### src/rtl/router_ctrl_fsm_pkg.sv
// Shared types and constants for the 1x3 router write controller.
// State encodings are fixed because router_reg and the debug taps decode them.
package router_pkg;
  localparam int NUM_CH  = 3;
  localparam int TIMEOUT = 30;
  localparam int CW      = 5;

  localparam logic [1:0] ADDR_INVALID = 2'b11;

  typedef enum logic [2:0] {
    DA  = 3'd0,
    LFD = 3'd1,
    LD  = 3'd2,
    FFS = 3'd3,
    LAF = 3'd4,
    LP  = 3'd5,
    CPE = 3'd6,
    WTE = 3'd7
  } state_t;

  function automatic logic [NUM_CH-1:0] ch_onehot(input logic [1:0] a);
    return NUM_CH'(3'b001 << a);
  endfunction
endpackage

### src/rtl/router_ctrl_fsm_if.sv
// Handshake and status bundle between the source/router_reg/FIFO side and the write controller.
interface router_ctrl_fsm_if;
  import router_pkg::*;

  logic              pkt_valid;
  logic [1:0]        data_in;
  logic              parity_done;
  logic              low_packet_valid;
  logic [NUM_CH-1:0] fifo_empty;
  logic [NUM_CH-1:0] fifo_full_ch;
  logic [NUM_CH-1:0] read_enb;

  logic              detect_add;
  logic              lfd_state;
  logic              ld_state;
  logic              laf_state;
  logic              full_state;
  logic              rst_int_reg;
  logic              write_enb_reg;
  logic              busy;
  logic [NUM_CH-1:0] write_enb;
  logic              fifo_full;
  logic [NUM_CH-1:0] vld_out;
  logic [NUM_CH-1:0] soft_reset;

  modport master (
    output pkt_valid, data_in, parity_done, low_packet_valid,
           fifo_empty, fifo_full_ch, read_enb,
    input  detect_add, lfd_state, ld_state, laf_state, full_state, rst_int_reg,
           write_enb_reg, busy, write_enb, fifo_full, vld_out, soft_reset
  );

  modport slave (
    input  pkt_valid, data_in, parity_done, low_packet_valid,
           fifo_empty, fifo_full_ch, read_enb,
    output detect_add, lfd_state, ld_state, laf_state, full_state, rst_int_reg,
           write_enb_reg, busy, write_enb, fifo_full, vld_out, soft_reset
  );
endinterface

### src/rtl/router_ctrl_fsm_timeout_ctr.sv
// Read-timeout watchdog for one output FIFO: flushes it when data sits unread too long.
module router_timeout_ctr #(
  parameter int TIMEOUT = 30,
  parameter int CW      = 5
) (
  input  logic clock,
  input  logic resetn,
  input  logic vld,
  input  logic read_enb,
  output logic soft_reset
);
  logic [CW-1:0] cnt_q, cnt_d;
  logic          soft_reset_q, soft_reset_d;

  // A read on the terminal cycle takes priority, so a consumer that just woke up is never flushed.
  always_comb begin
    cnt_d        = '0;
    soft_reset_d = 1'b0;
    if (!vld || read_enb) begin
      cnt_d = '0;
    end else if (cnt_q == CW'(TIMEOUT - 1)) begin
      soft_reset_d = 1'b1;
    end else begin
      cnt_d = cnt_q + 1'b1;
    end
  end

  always_ff @(posedge clock) begin
    if (!resetn) begin
      cnt_q        <= '0;
      soft_reset_q <= 1'b0;
    end else begin
      cnt_q        <= cnt_d;
      soft_reset_q <= soft_reset_d;
    end
  end

  assign soft_reset = soft_reset_q;
endmodule

### src/rtl/router_ctrl_fsm.sv
// Packet-write controller for the 1x3 router: header decode, write phase sequencing,
// one-hot FIFO write enables and per-channel read-timeout flushes.
module router_ctrl_fsm
  import router_pkg::*;
#(
  parameter int TIMEOUT_CYC = TIMEOUT,
  parameter int CNT_W       = CW
) (
  input  logic         clock,
  input  logic         resetn,
  router_ctrl_fsm_if.slave bus
);
  state_t            state_q, state_d;
  logic [1:0]        addr_q, addr_d;
  logic              addr_ok;
  logic              fifo_full_sel;
  logic [NUM_CH-1:0] vld_w;
  logic [NUM_CH-1:0] soft_reset_w;

  assign addr_ok       = (bus.data_in != ADDR_INVALID);
  assign fifo_full_sel = bus.fifo_full_ch[addr_q];
  assign vld_w         = ~bus.fifo_empty;

  always_comb begin
    state_d = state_q;
    addr_d  = addr_q;
    unique case (state_q)
      DA: begin
        if (bus.pkt_valid && addr_ok) begin
          addr_d  = bus.data_in;
          state_d = bus.fifo_empty[bus.data_in] ? LFD : WTE;
        end
      end
      LFD: state_d = LD;
      LD: begin
        if (fifo_full_sel)       state_d = FFS;
        else if (!bus.pkt_valid) state_d = LP;
      end
      FFS: if (!fifo_full_sel) state_d = LAF;
      LAF: begin
        if (bus.parity_done)           state_d = DA;
        else if (bus.low_packet_valid) state_d = LP;
        else                           state_d = LD;
      end
      LP:  state_d = CPE;
      CPE: state_d = fifo_full_sel ? FFS : DA;
      WTE: if (bus.fifo_empty[addr_q]) state_d = LFD;
      default: state_d = DA;
    endcase
    // A flush of the channel being written abandons the packet.
    if (state_q != DA && soft_reset_w[addr_q]) state_d = DA;
  end

  always_ff @(posedge clock) begin
    if (!resetn) begin
      state_q <= DA;
      addr_q  <= 2'b00;
    end else begin
      state_q <= state_d;
      addr_q  <= addr_d;
    end
  end

  assign bus.detect_add    = (state_q == DA);
  assign bus.lfd_state     = (state_q == LFD);
  assign bus.ld_state      = (state_q == LD);
  assign bus.laf_state     = (state_q == LAF);
  assign bus.full_state    = (state_q == FFS);
  assign bus.rst_int_reg   = (state_q == CPE);
  assign bus.write_enb_reg = (state_q == LD) || (state_q == LP) || (state_q == LAF);
  assign bus.busy          = !((state_q == DA) || (state_q == LD));
  assign bus.write_enb     = bus.write_enb_reg ? ch_onehot(addr_q) : '0;
  assign bus.fifo_full     = fifo_full_sel;
  assign bus.vld_out       = vld_w;
  assign bus.soft_reset    = soft_reset_w;

  for (genvar gi = 0; gi < NUM_CH; gi++) begin : g_timeout
    router_timeout_ctr #(
      .TIMEOUT(TIMEOUT_CYC),
      .CW     (CNT_W)
    ) u_timeout (
      .clock     (clock),
      .resetn    (resetn),
      .vld       (vld_w[gi]),
      .read_enb  (bus.read_enb[gi]),
      .soft_reset(soft_reset_w[gi])
    );
  end
endmodule

### src/flat_wrapper.sv
// flat-port wrapper written by rule: the top's interface ports become plain ports
module router_ctrl_fsm_flat import router_pkg::*;
#(
  parameter int TIMEOUT_CYC = TIMEOUT,
  parameter int CNT_W       = CW
)
  (clock, resetn, bus_pkt_valid, bus_data_in, bus_parity_done, bus_low_packet_valid, bus_fifo_empty, bus_fifo_full_ch, bus_read_enb, bus_detect_add, bus_lfd_state, bus_ld_state, bus_laf_state, bus_full_state, bus_rst_int_reg, bus_write_enb_reg, bus_busy, bus_write_enb, bus_fifo_full, bus_vld_out, bus_soft_reset);
  router_ctrl_fsm_if bus_i ();
  input  logic clock;
  input  logic resetn;
  input wire logic [$bits(bus_i.pkt_valid)-1:0] bus_pkt_valid;
  input wire logic [$bits(bus_i.data_in)-1:0] bus_data_in;
  input wire logic [$bits(bus_i.parity_done)-1:0] bus_parity_done;
  input wire logic [$bits(bus_i.low_packet_valid)-1:0] bus_low_packet_valid;
  input wire logic [$bits(bus_i.fifo_empty)-1:0] bus_fifo_empty;
  input wire logic [$bits(bus_i.fifo_full_ch)-1:0] bus_fifo_full_ch;
  input wire logic [$bits(bus_i.read_enb)-1:0] bus_read_enb;
  output wire logic [$bits(bus_i.detect_add)-1:0] bus_detect_add;
  output wire logic [$bits(bus_i.lfd_state)-1:0] bus_lfd_state;
  output wire logic [$bits(bus_i.ld_state)-1:0] bus_ld_state;
  output wire logic [$bits(bus_i.laf_state)-1:0] bus_laf_state;
  output wire logic [$bits(bus_i.full_state)-1:0] bus_full_state;
  output wire logic [$bits(bus_i.rst_int_reg)-1:0] bus_rst_int_reg;
  output wire logic [$bits(bus_i.write_enb_reg)-1:0] bus_write_enb_reg;
  output wire logic [$bits(bus_i.busy)-1:0] bus_busy;
  output wire logic [$bits(bus_i.write_enb)-1:0] bus_write_enb;
  output wire logic [$bits(bus_i.fifo_full)-1:0] bus_fifo_full;
  output wire logic [$bits(bus_i.vld_out)-1:0] bus_vld_out;
  output wire logic [$bits(bus_i.soft_reset)-1:0] bus_soft_reset;
  assign bus_i.pkt_valid = bus_pkt_valid;
  assign bus_i.data_in = bus_data_in;
  assign bus_i.parity_done = bus_parity_done;
  assign bus_i.low_packet_valid = bus_low_packet_valid;
  assign bus_i.fifo_empty = bus_fifo_empty;
  assign bus_i.fifo_full_ch = bus_fifo_full_ch;
  assign bus_i.read_enb = bus_read_enb;
  assign bus_detect_add = bus_i.detect_add;
  assign bus_lfd_state = bus_i.lfd_state;
  assign bus_ld_state = bus_i.ld_state;
  assign bus_laf_state = bus_i.laf_state;
  assign bus_full_state = bus_i.full_state;
  assign bus_rst_int_reg = bus_i.rst_int_reg;
  assign bus_write_enb_reg = bus_i.write_enb_reg;
  assign bus_busy = bus_i.busy;
  assign bus_write_enb = bus_i.write_enb;
  assign bus_fifo_full = bus_i.fifo_full;
  assign bus_vld_out = bus_i.vld_out;
  assign bus_soft_reset = bus_i.soft_reset;
  router_ctrl_fsm #(.TIMEOUT_CYC(TIMEOUT_CYC), .CNT_W(CNT_W)) u_core (.clock(clock), .resetn(resetn), .bus(bus_i));
endmodule
### config.mk
export PLATFORM = sky130hd
export DESIGN_NAME = router_ctrl_fsm_flat
export DESIGN_NICKNAME = d
export VERILOG_FILES = /design/src/rtl/router_ctrl_fsm_pkg.sv /design/src/rtl/router_ctrl_fsm_if.sv /design/src/rtl/router_ctrl_fsm_timeout_ctr.sv /design/src/rtl/router_ctrl_fsm.sv /design/src/flat_wrapper.sv
export SDC_FILE = /design/constraint.sdc
export NUM_CORES = 1
export LEC_CHECK = 0
export BUFFER_PORTS_ARGS = -buffer_cell sky130_fd_sc_hd__buf_2
export CAP_MARGIN = 20
export CORE_UTILIZATION = 51
export CTS_BUF_LIST = sky130_fd_sc_hd__clkbuf_4 sky130_fd_sc_hd__clkbuf_8 sky130_fd_sc_hd__clkbuf_16
export CTS_CLUSTER_DIAMETER = 40
export CTS_CLUSTER_SIZE = 30
export DETAILED_ROUTE_END_ITERATION = 10
export HOLD_SLACK_MARGIN = 0.1
export PLACE_DENSITY_LB_ADDON = 0.12
export SETUP_SLACK_MARGIN = 0.2
export SYNTH_ARGS = -nofsm -noshare
export SYNTH_HDL_FRONTEND = slang
export SYNTH_SLANG_ARGS = --single-unit
### constraint.sdc
create_clock -name clock -period 2.08 [get_ports clock]
set_input_delay 0.624 -clock clock [delete_from_list [all_inputs] [get_ports clock]]
set_output_delay 0.624 -clock clock [all_outputs]
set_load 0.005 [all_outputs]
-- After elaboration in Yosys (flattened, before gate mapping)
Index checks and enable logic that the tools add are counted.
- bitwise gates (word level): 2
- add/sub/neg operators: 3
- multiplexer cells: 22
- reductions and logical operators: 23
- eq/ne operators: 15
- $lt $le $gt $ge: 2
- shifts and indexed selects: 1
- operator list (cell ; count):
    $mux 3 ; 9
    $pmux 3 s8 ; 1
    $add 5x1->5 const B ; 3
    $eq 5x5->1 const B ; 3
    $eq 3x3->1 const B ; 4
    $reduce_or 3->1 ; 3
    $bmux 1 s2 ; 4
    $reduce_or 2->1 ; 4
    $mux 1 ; 7
    $eq 3x2->1 const B ; 2
    $logic_or 1x1->1 ; 6
    $lt 2x3->1 const B ; 2
    $logic_not 1->1 ; 4
    $ne 2x1->1 const B ; 2
    $ne 2x2->1 const B ; 2
    $reduce_and 4->1 ; 1
    $eq 3x1->1 const B ; 1
    $logic_not 3->1 ; 1
    $ne 3x2->1 const B ; 1
    $not 3->3 ; 1
    $reduce_bool 3->1 ; 1
    $shl 1x2->3 const A ; 1
    $logic_and 1x1->1 ; 2
    $mux 2 ; 1
    other kinds (2) ; 2
- input bits: 16
- flip-flop bits (word level): 23
- output and inout bits: 18
- word-level logic and storage cells: 76

-- Depth between registers and ports, before layout
Gate-level depths: netlist of the first run.
- word-level depth: 5
- gate-level depth with buffers: 6
- mapped depth without buffers: 5

-- Hierarchy
Synthesis of the first run repeated with hierarchy kept, for this count alone.
- cell total of the unflattened synthesis: 141
- area, all modules: 1251.2 um2
- modules (own cells, without submodules) (module ; times used ; cells an instance ; seq. area each (um2) ; area each (um2)):
    router_timeout_ctr ; 3 ; 23 ; 120.1 ; 236.5
    router_ctrl_fsm ; 1 ; 72 ; 100.1 ; 541.8

-- Worst setup path before layout of the first run
Ideal clock, no wire load.
- path type: register -> output
- from: reg u_core.state_q[1]
- to: out bus_write_enb[1]
- arrival time: 1170 ps
- setup slack: 286 ps
- path buffers: 0
- cell stages (with the launch flop): 5
- required time: 1456 ps
- cell sequence: dfxtp_1 -> nor2b_1 -> and2_1 -> nor2_1 -> nor3b_1
- longest elaborated chain between the ends: 4
- elaborated cells on any way between the ends: 6
- classes of those cells: 3 x eq/ne; 1 x mux; 2 x reduce/logical
- ends and longest elaborated chain (what ; line ; source):
    from (decl) ; router_ctrl_fsm.sv:13 ; state_t state_q, state_d;
    from (signal assigned) ; router_ctrl_fsm.sv:59 ; state_q <= state_d;
    $eq 3x2->1 ; -- ;
    via bus_ld_state ; flat_wrapper.sv:20 ; output wire logic [$bits(bus_i.ld_state)-1:0] bus_ld_state;
    $logic_or 1x1->1 (2 in a row) ; router_ctrl_fsm.sv:70 ; assign bus.write_enb_reg = (state_q == LD) || (state_q == LP) || (state_q == LAF);
    $mux 3 ; router_ctrl_fsm.sv:72 ; assign bus.write_enb = bus.write_enb_reg ? ch_onehot(addr_q) : '0;
    to (decl) ; flat_wrapper.sv:26 ; output wire logic [$bits(bus_i.write_enb)-1:0] bus_write_enb;
The timed path passes the listed nets, and every way through them passes these cells.

-- Worst setup path in the final report of the first run
- from: reg u_core.state_q[1]
- to: out bus_write_enb[1]
- longest elaborated chain between the ends: 4
- elaborated cells on any way between the ends: 6
- classes of those cells: 3 x eq/ne; 1 x mux; 2 x reduce/logical
- ends and longest elaborated chain (what ; line):
    $eq 3x2->1 or $eq 3x3->1 (tied branches) ; router_ctrl_fsm.sv:70
    $logic_or 1x1->1 ; router_ctrl_fsm.sv:70
    $logic_or 1x1->1 (*) ; router_ctrl_fsm.sv:70
    $mux 3 (*) ; router_ctrl_fsm.sv:72
Mark *: on every way between the ends. The rest lies on a longest branch, timed or not.

==> out/qor.csv, run 1 <==
stage;metric;value;unit
drt;via count of the routed design;1089;
sta;min cycle time layout;1940;ps
power_and_ir_drop;share of total power consumed by net switching;0.357;
logic_synthesis;share of synthesized area occupied by flip-flops and latches;0.368;
setup_path;worst reg-to-reg path cell count;6;
global_route;antenna violations before repair;0;
clocking;clock buffer depth;2;
setup_path;flop2flop setup slack;540;ps
power_and_ir_drop;Leakage;0.000687;uW
power_and_ir_drop;pwr/cell area;894;nW/um^2
logic_synthesis;Synth top cells by count;25 x sky130_fd_sc_hd__nor2_1, 23 x sky130_fd_sc_hd__dfxtp_1, 11 x sky130_fd_sc_hd__inv_1, 7 x sky130_fd_sc_hd__nand3_1;
clocking;count of clock tree sinks;23;
place;DP Wirelength;1860;um
global_route;number of global-route vias before repair;943;
sta;final max-slew violation count;0;
worst_hold_path;HP Start;bus_read_enb[1];
sta;worst slew pin tran;321;ps
setup_path;Critical Path Start Type;register;
power_and_ir_drop;Reg power frac;0.397;
floorplan;die extent in x;51.5;um
place;final estimated routing congestion in global placement;0.794;
setup_path;worst-path maximum fanout;4;
floorplan;total I/O pin count;34;
sta;share of the clock period used by the worst path after layout;0.935;
setup_path;Worst R2R End;u_core.state_q[0]$_SDFFE_PP0P_;
job;max-cap check violation count;0;
drt;sum of routed wire length over all layers;2500;um
setup_path;WS Path Type;reg2out;
global_route;Overall Global Routing Usage;0.201;
sta;final hold viol count;0;
drt;wire length per cell after detailed routing;11.9;um
place;Port Buffer Count;33;
logic_synthesis;Seq cells post-synth;23;
cells_and_area;area of the multi-input gates;716;um^2
cells_and_area;filler-free cell count of the finished design;210;
logic_synthesis;area fraction of the dominant cell type after synthesis;0.368;
global_route;maximum number of pins on one net before global-route repair;14;
logic_synthesis;count of distinct cell types in the synthesized netlist;36;
floorplan;core region area;2250;um^2
cells_and_area;area of all sequential standard cells;475;um^2
setup_path;Crit. End Element;primary output;
power_and_ir_drop;largest voltage drop on the vdd net;0.550;mV
drt;violation count after the first detailed-routing iteration;10;
setup_path;worst flop-to-flop path startpoint;u_core.addr_q[0]$_SDFFE_PN0P_;
clocking;CTS tree;yes;
drt;Post-DRT Antenna Nets;0;
floorplan;initial standard-cell utilization of the core;0.555;
setup_path;cell with the largest stage delay on the worst path;sky130_fd_sc_hd__dfxtp_4;
setup_path;crit-path leading delay family;simple AND/OR/NAND/NOR gates;
power_and_ir_drop;clock network fraction of design power;0.145;
cells_and_area;layout filler cell count;197;
global_route;Congestion Overflow GR;0;
power_and_ir_drop;part of the power in combinational logic;0.458;
setup_path;peak per-stage delay on the critical path;390;ps
setup_path;Crit path arrival time;1320;ps
setup_path;sequence of cells on the critical path;nor2b_4, and2_4, nor2_4, nor3b_2, buf_2;
logic_synthesis;cell types occupying the most area after synthesis;sky130_fd_sc_hd__dfxtp_1 37%, sky130_fd_sc_hd__nor2_1 7.5%, sky130_fd_sc_hd__ha_1 6.0%;
logic_synthesis;Mapped Cells;146;
sta;number of failing setup endpoints in the final timing report;0;
logic_synthesis;post-synthesis cell type with the largest combined area;sky130_fd_sc_hd__dfxtp_1;
sta;Setup Skew;6.22;ps
sta;RSZ-0062 raised after global routing;yes;
power_and_ir_drop;internal power;882;uW
worst_hold_path;terminating pin of the worst hold path;u_core.g_timeout[1].u_timeout.soft_reset$_SDFF_PP0_;
power_and_ir_drop;NetSw;489;uW
drt;first-pass iteration count of the detailed router;4;
clocking;clock-pin slew on the worst setup and hold paths;120;ps
clocking;total CTS buffers;3;
sta;Relative slew margins;0.784;
floorplan;Die Height;51.5;um
cells_and_area;count of nets after finishing;205;
logic_synthesis;Synth warnings;0;
setup_path;data required time at the worst endpoint;1460;ps
logic_synthesis;netlist area before placement;1250;um^2
logic_synthesis;EDFF count, synth;0;
floorplan;standard-cell row count;17;
logic_synthesis;most used standard cell by instance count after synthesis;sky130_fd_sc_hd__nor2_1;
status;status;finished, final reports clean;
logic_synthesis;syn nets;168;
floorplan;DIE AREA;2660;um^2
place;DP Cell Count;200;
clocking;master cell of the clock root buffer;sky130_fd_sc_hd__clkbuf_4;
sta;sum of negative setup slack;0;ps
drt;via-per-instance ratio;5.19;
setup_path;buffering stage count on the worst path with inverters included;1;
logic_synthesis;average cell area after synthesis;8.57;um^2
worst_hold_path;number of cells on the worst hold path;2;
clocking;Worst-Skew Late Latency;300;ps
cells_and_area;diode count;0;
sta;maximum clock rate;0.514;GHz
drt;final routed DRC violation total;0;
logic_synthesis;share of flip-flops with an asynchronous set or reset;0;
logic_synthesis;most frequently used flop master after synthesis;sky130_fd_sc_hd__dfxtp_1;
worst_hold_path;Min-Delay Path Class;in2reg;
clocking;number of H-tree levels;1;
cells_and_area;layout cells sized above 1;0.341;
cells_and_area;Layout area overhead;22.6;%
global_route;first-pass GRT wire length;3950;um
## cells in the final DEF, fill, tap and decap left out, types with 6 or more instances in the layout
cell,netlist,routed
sky130_fd_sc_hd__nand4_1,6,6
sky130_fd_sc_hd__nor2_1,25,24
sky130_fd_sc_hd__xor2_1,6,6
sky130_fd_sc_hd__inv_1,11,11
sky130_fd_sc_hd__nand3_1,7,7
sky130_fd_sc_hd__nand2_1,6,6
sky130_fd_sc_hd__buf_4,6,8
sky130_fd_sc_hd__buf_2,1,32
sky130_fd_sc_hd__dfxtp_1,23,19
sky130_fd_sc_hd__ha_1,6,6
## stage by stage
| stage | worst slack, ps | util | hold slack [ps] | cell area [um^2] | total power, uW |
|---|---|---|---|---|---|
| CTS | 145 | 0.673 | 468 | 1520 | 1340 |
| global placement | 249 | 0.622 | 447 | 1400 | 1020 |
| detailed placement | 208 | 0.622 | 462 | 1400 | 1030 |
| global route | 55.9 | 0.680 | 460 | 1530 | 1470 |
| finish | 136 | 0.680 | 479 | 1530 | 1370 |
| floorplan | 286 | - | 433 | 1250 | 863 |
## metal layers
metal	vias up	share of wire	global-route usage
met5	-	0	0
li1	568	-	-
met3	2	0.065	0.0380
met2	39	0.47	0.331
met4	0	0.0056	0.0811
met1	480	0.46	0.256
## power groups by stage
stage / Sequential (uW) / Combinational [uW] / Clock (uW)
floorplan: 522 / 341 / 0
global placement: 537 / 483 / 0
detailed placement: 542 / 485 / 0
CTS: 538 / 596 / 207
global route: 552 / 694 / 224
finish: 544 / 628 / 199
## worst max-delay path by stage
stage	depth (start not counted)	end	startpoint	slack [ps]
floorplan	4	bus_write_enb[1]	u_core.state_q[1]$_SDFFE_PP0P_	290
global placement	4	bus_fifo_full	bus_fifo_full_ch[1]	250
detailed placement	4	bus_fifo_full	bus_fifo_full_ch[1]	210
CTS	5	bus_write_enb[1]	u_core.state_q[1]$_SDFFE_PP0P_	140
global route	5	bus_write_enb[1]	u_core.state_q[1]$_SDFFE_PP0P_	60
finish	5	bus_write_enb[1]	u_core.state_q[1]$_SDFFE_PP0P_	140
## flip-flops by register name, indices dropped and copies added, names as in the netlist
register / flops
u_core.addr_q: 2
u_core.g_timeout.u_timeout.cnt_q: 15
u_core.g_timeout.u_timeout.soft_reset: 3
u_core.state_q: 3
## layout make-up
| class | count | share of cell area |
|---|---|---|
| Multi-Input combinational cell | 101 | 0.467 |
| Sequential cell | 23 | 0.310 |
| Tap cell | 28 | 0.0228 |
| Inverter | 13 | 0.0318 |
| Clock inverter | 1 | 0.00326 |
| Timing Repair Buffer | 41 | 0.151 |
| Clock buffer | 3 | 0.0147 |
## what timing repair did
| item | in CTS | in global routing |
|---|---|---|
| resized for setup | 17 | 2 |
| setup buffers | 5 | 1 |
| endpoints found under the setup margin | 9 | 6 |
| hold buffers | 0 | 0 |
| pin swaps | 2 | 1 |
## logic make-up (layout without fill, tap and decap cells)
logic type,Yosys count,in the layout,synth area share
simple gates,61,61,0.255
buf+inv,22,58,0.0910
fa+ha+maj,6,6,0.0600
xor+xnor,9,9,0.0630
mux,5,5,0.0400
flops,23,23,0.368
compound gates,20,20,0.123
Note: power is estimated with default switching activity, not from simulation.
==> run 2, diff against run 1 <==
clock period = 2.2 ns   (was 2.08 ns; I/O delays follow)
==> run 2 against run 1 <==
  * Design area rose by 0.24%
  * Combinational power fell by 2%
  * Critical endpoint unchanged
  * Largest power group unchanged
  * Critical path depth did not move
  * Via count rose by 1.1%
  * Sequential share of layout area fell by 0.076 points
==> out/qor.csv, run 2 (synthesis gave the netlist of run 1 again) <==
stage;metric;value;unit;change
status;status;finished, final reports clean;;unchanged
sta;RSZ-0062 raised after global routing;yes;;unchanged
floorplan;die extent in x;51.5;um;unchanged
drt;via count of the routed design;1101;;was 1,089
cells_and_area;Most flops, register;u_core.g_timeout.u_timeout.cnt_q;;unchanged
sta;maximum clock rate;0.505;GHz;
clocking;clock-pin slew on the worst setup and hold paths;120;ps;about the same
clocking;post-cts hold buffer count;0;;unchanged
power_and_ir_drop;part of the power in combinational logic;0.466;;was 0.458
sta;min cycle time layout;1980;ps;
setup_path;peak per-stage delay on the critical path;370;ps;was 390 ps
place;final estimated routing congestion in global placement;0.787;;was 0.794
power_and_ir_drop;internal power;854;uW;was 882 uW
sta;sum of negative setup slack;0;ps;unchanged
drt;first-pass iteration count of the detailed router;4;;unchanged
clocking;CTS tree;yes;;unchanged
global_route;antenna violations before repair;0;;unchanged
cells_and_area;Layout area overhead;22.9;%;was 22.6%
clocking;master cell of the clock root buffer;sky130_fd_sc_hd__clkbuf_4;;unchanged
power_and_ir_drop;clock network fraction of design power;0.153;;was 0.145
power_and_ir_drop;NetSw;463;uW;was 489 uW
global_route;first-pass GRT wire length;3910;um;was 3950 um
clocking;number of H-tree levels;1;;unchanged
drt;via-per-instance ratio;5.22;;was 5.19
floorplan;initial standard-cell utilization of the core;0.555;;unchanged
setup_path;crit-path leading delay family;simple AND/OR/NAND/NOR gates;;unchanged
sta;Final WS setup;221;ps;was 136 ps
clocking;count of clock tree sinks;23;;unchanged
drt;final routed DRC violation total;0;;unchanged
setup_path;Crit path arrival time;1320;ps;about the same
setup_path;worst flop-to-flop path startpoint;u_core.state_q[1]$_SDFFE_PP0P_;;was u_core.addr_q[0]$_SDFFE_PN0P_
power_and_ir_drop;largest voltage drop on the vdd net;0.543;mV;was 0.550 mV
sta;final max-slew violation count;0;;unchanged
floorplan;core region area;2250;um^2;unchanged
clocking;Worst-Skew Late Latency;300;ps;about the same
sta;final hold viol count;0;;unchanged
floorplan;total I/O pin count;34;;unchanged
job;max-cap check violation count;0;;unchanged
setup_path;Critical Path Start Type;register;;unchanged
sta;Setup Skew;8.09;ps;was 6.22 ps
floorplan;standard-cell row count;17;;unchanged
setup_path;Crit. End Element;primary output;;unchanged
cells_and_area;count of nets after finishing;206;;was 205
clocking;total CTS buffers;3;;unchanged
drt;violation count after the first detailed-routing iteration;16;;was 10
global_route;number of global-route vias before repair;915;;was 943
setup_path;buffering stage count on the worst path with inverters included;1;;unchanged
cells_and_area;layout cells sized above 1;0.344;;was 0.341
cells_and_area;most common cell after layout, fill and taps aside;sky130_fd_sc_hd__buf_2;;unchanged
place;post-placement setup slack;198;ps;was 208 ps
global_route;Overall Global Routing Usage;0.199;;was 0.201
drt;wire length per cell after detailed routing;11.7;um;was 11.9 um
place;DP Wirelength;1820;um;was 1860 um
setup_path;cell with the largest stage delay on the worst path;sky130_fd_sc_hd__dfxtp_4;;unchanged
power_and_ir_drop;Total Power Consumption;1320;uW;was 1370 uW
sta;share of the clock period used by the worst path after layout;0.899;;
global_route;maximum number of pins on one net before global-route repair;13;;was 14
worst_hold_path;HP Start;u_core.g_timeout[0].u_timeout.cnt_q[0]$_SDFF_PP0_;;was bus_read_enb[1]
setup_path;sequence of cells on the critical path;nor2b_4, and2_4, nor2_4, nor3b_2, buf_2;;unchanged
global_route;Congestion Overflow GR;0;;unchanged
drt;sum of routed wire length over all layers;2480;um;was 2500 um
power_and_ir_drop;pwr/cell area;857;nW/um^2;was 894 nW/um^2
place;DP Cell Count;199;;was 200
sta;worst slew pin tran;367;ps;was 321 ps
cells_and_area;number of flip-flops under the largest register name;15;;unchanged
setup_path;data required time at the worst endpoint;1540;ps;was 1460 ps
sta;number of failing setup endpoints in the final timing report;0;;unchanged
clocking;clock buffer depth;2;;unchanged
cells_and_area;top library cells by usage in the layout, fill and taps aside;33 x sky130_fd_sc_hd__buf_2, 24 x sky130_fd_sc_hd__nor2_1, 19 x sky130_fd_sc_hd__dfxtp_1, 11 x sky130_fd_sc_hd__inv_1, 9 x sky130_fd_sc_hd__buf_4;;was 32 x sky130_fd_sc_hd__buf_2, 24 x sky130_fd_sc_hd__nor2_1, 19 x sky130_fd_sc_hd__dfxtp_1, 11 x sky130_fd_sc_hd__inv_1, 8 x sky130_fd_sc_hd__buf_4
sta;Relative slew margins;0.753;;was 0.784
setup_path;WS Path Type;reg2out;;unchanged
power_and_ir_drop;Leakage;0.000695;uW;was 0.000687 uW
floorplan;DIE AREA;2660;um^2;unchanged
worst_hold_path;Min-Delay Path Class;reg2reg;;was in2reg
floorplan;Die Height;51.5;um;unchanged
cells_and_area;diode count;0;;unchanged
place;Port Buffer Count;33;;unchanged
sta;hold slack;474;ps;was 479 ps
power_and_ir_drop;share of total power consumed by net switching;0.352;;was 0.357
drt;Post-DRT Antenna Nets;0;;unchanged
cells_and_area;filler-free cell count of the finished design;211;;was 210
power_and_ir_drop;Reg power frac;0.381;;was 0.397
setup_path;worst-path maximum fanout;4;;unchanged
setup_path;startpoint of the most critical setup path;u_core.state_q[1]$_SDFFE_PP0P_;;unchanged
-- run 2: cell count changes in the layout (fill, tap and decap cells not counted) --
| cell | delta |
|---|---|
| sky130_fd_sc_hd__buf_2 | +1 |
| sky130_fd_sc_hd__buf_4 | +1 |
| sky130_fd_sc_hd__buf_6 | -1 |
| sky130_fd_sc_hd__clkbuf_4 | +1 |
| sky130_fd_sc_hd__clkinv_2 | -1 |
-- run 2: path summary, 6_finish.rpt --
path	to	slack, ps	depth (start not counted)
worst max-delay path	bus_write_enb[1]	220	5
worst min-delay path	u_core.g_timeout[0].u_timeout.cnt_q[0]$_SDFF_PP0_	470	1
worst max register to register	u_core.state_q[2]$_SDFFE_PP0P_	410	8
worst min register to register	u_core.g_timeout[0].u_timeout.cnt_q[0]$_SDFF_PP0_	470	1
-- run 2: final cells by class --
type,count,area [um^2]
fillers,187,717
multi-input cells,101,716
flip-flops and latches,23,475
repair buffers,42,233
inverters,13,48.8
well taps,28,35.0
clock buffers,4,30.0
-- run 2: worst register-to-register path: stages (launching register included) --
cell	delay [ps]
sky130_fd_sc_hd__dfxtp_4	360
sky130_fd_sc_hd__buf_4	160
sky130_fd_sc_hd__buf_4	140
sky130_fd_sc_hd__nor3_4	190
sky130_fd_sc_hd__buf_4	140
sky130_fd_sc_hd__buf_4	110
sky130_fd_sc_hd__and3_1	140
sky130_fd_sc_hd__o21ai_0	140
sky130_fd_sc_hd__o32ai_1	320
-- run 2: stage by stage --
step / instance area [um^2] / util
global placement: 1390 / 0.618
global route: 1540 / 0.682
finish: 1540 / 0.682
CTS: 1470 / 0.653
floorplan: 1250 / -
detailed placement: 1390 / 0.618
-- run 2: per-layer routing --
layer / routed length [um] / track usage
met1: 1190 / 0.262
met2: 1140 / 0.323
met3: 129 / 0.0380
met4: 26 / 0.0676
met5: 0 / 0
-- run 2: repair_timing --
action / 4_1_cts / 5_1_grt
pin swaps: 0 / 1
resized for setup: 11 / 7
setup endpoints to repair: 7 / 6
setup buffers: 3 / 5
-- run 2: power groups by stage --
stage	clock, uW	sequential (uW)	combinational [uW]
detailed placement	0	513	448
finish	202	502	614
CTS	208	504	511
global route	224	506	672
global placement	0	508	448
floorplan	0	493	322
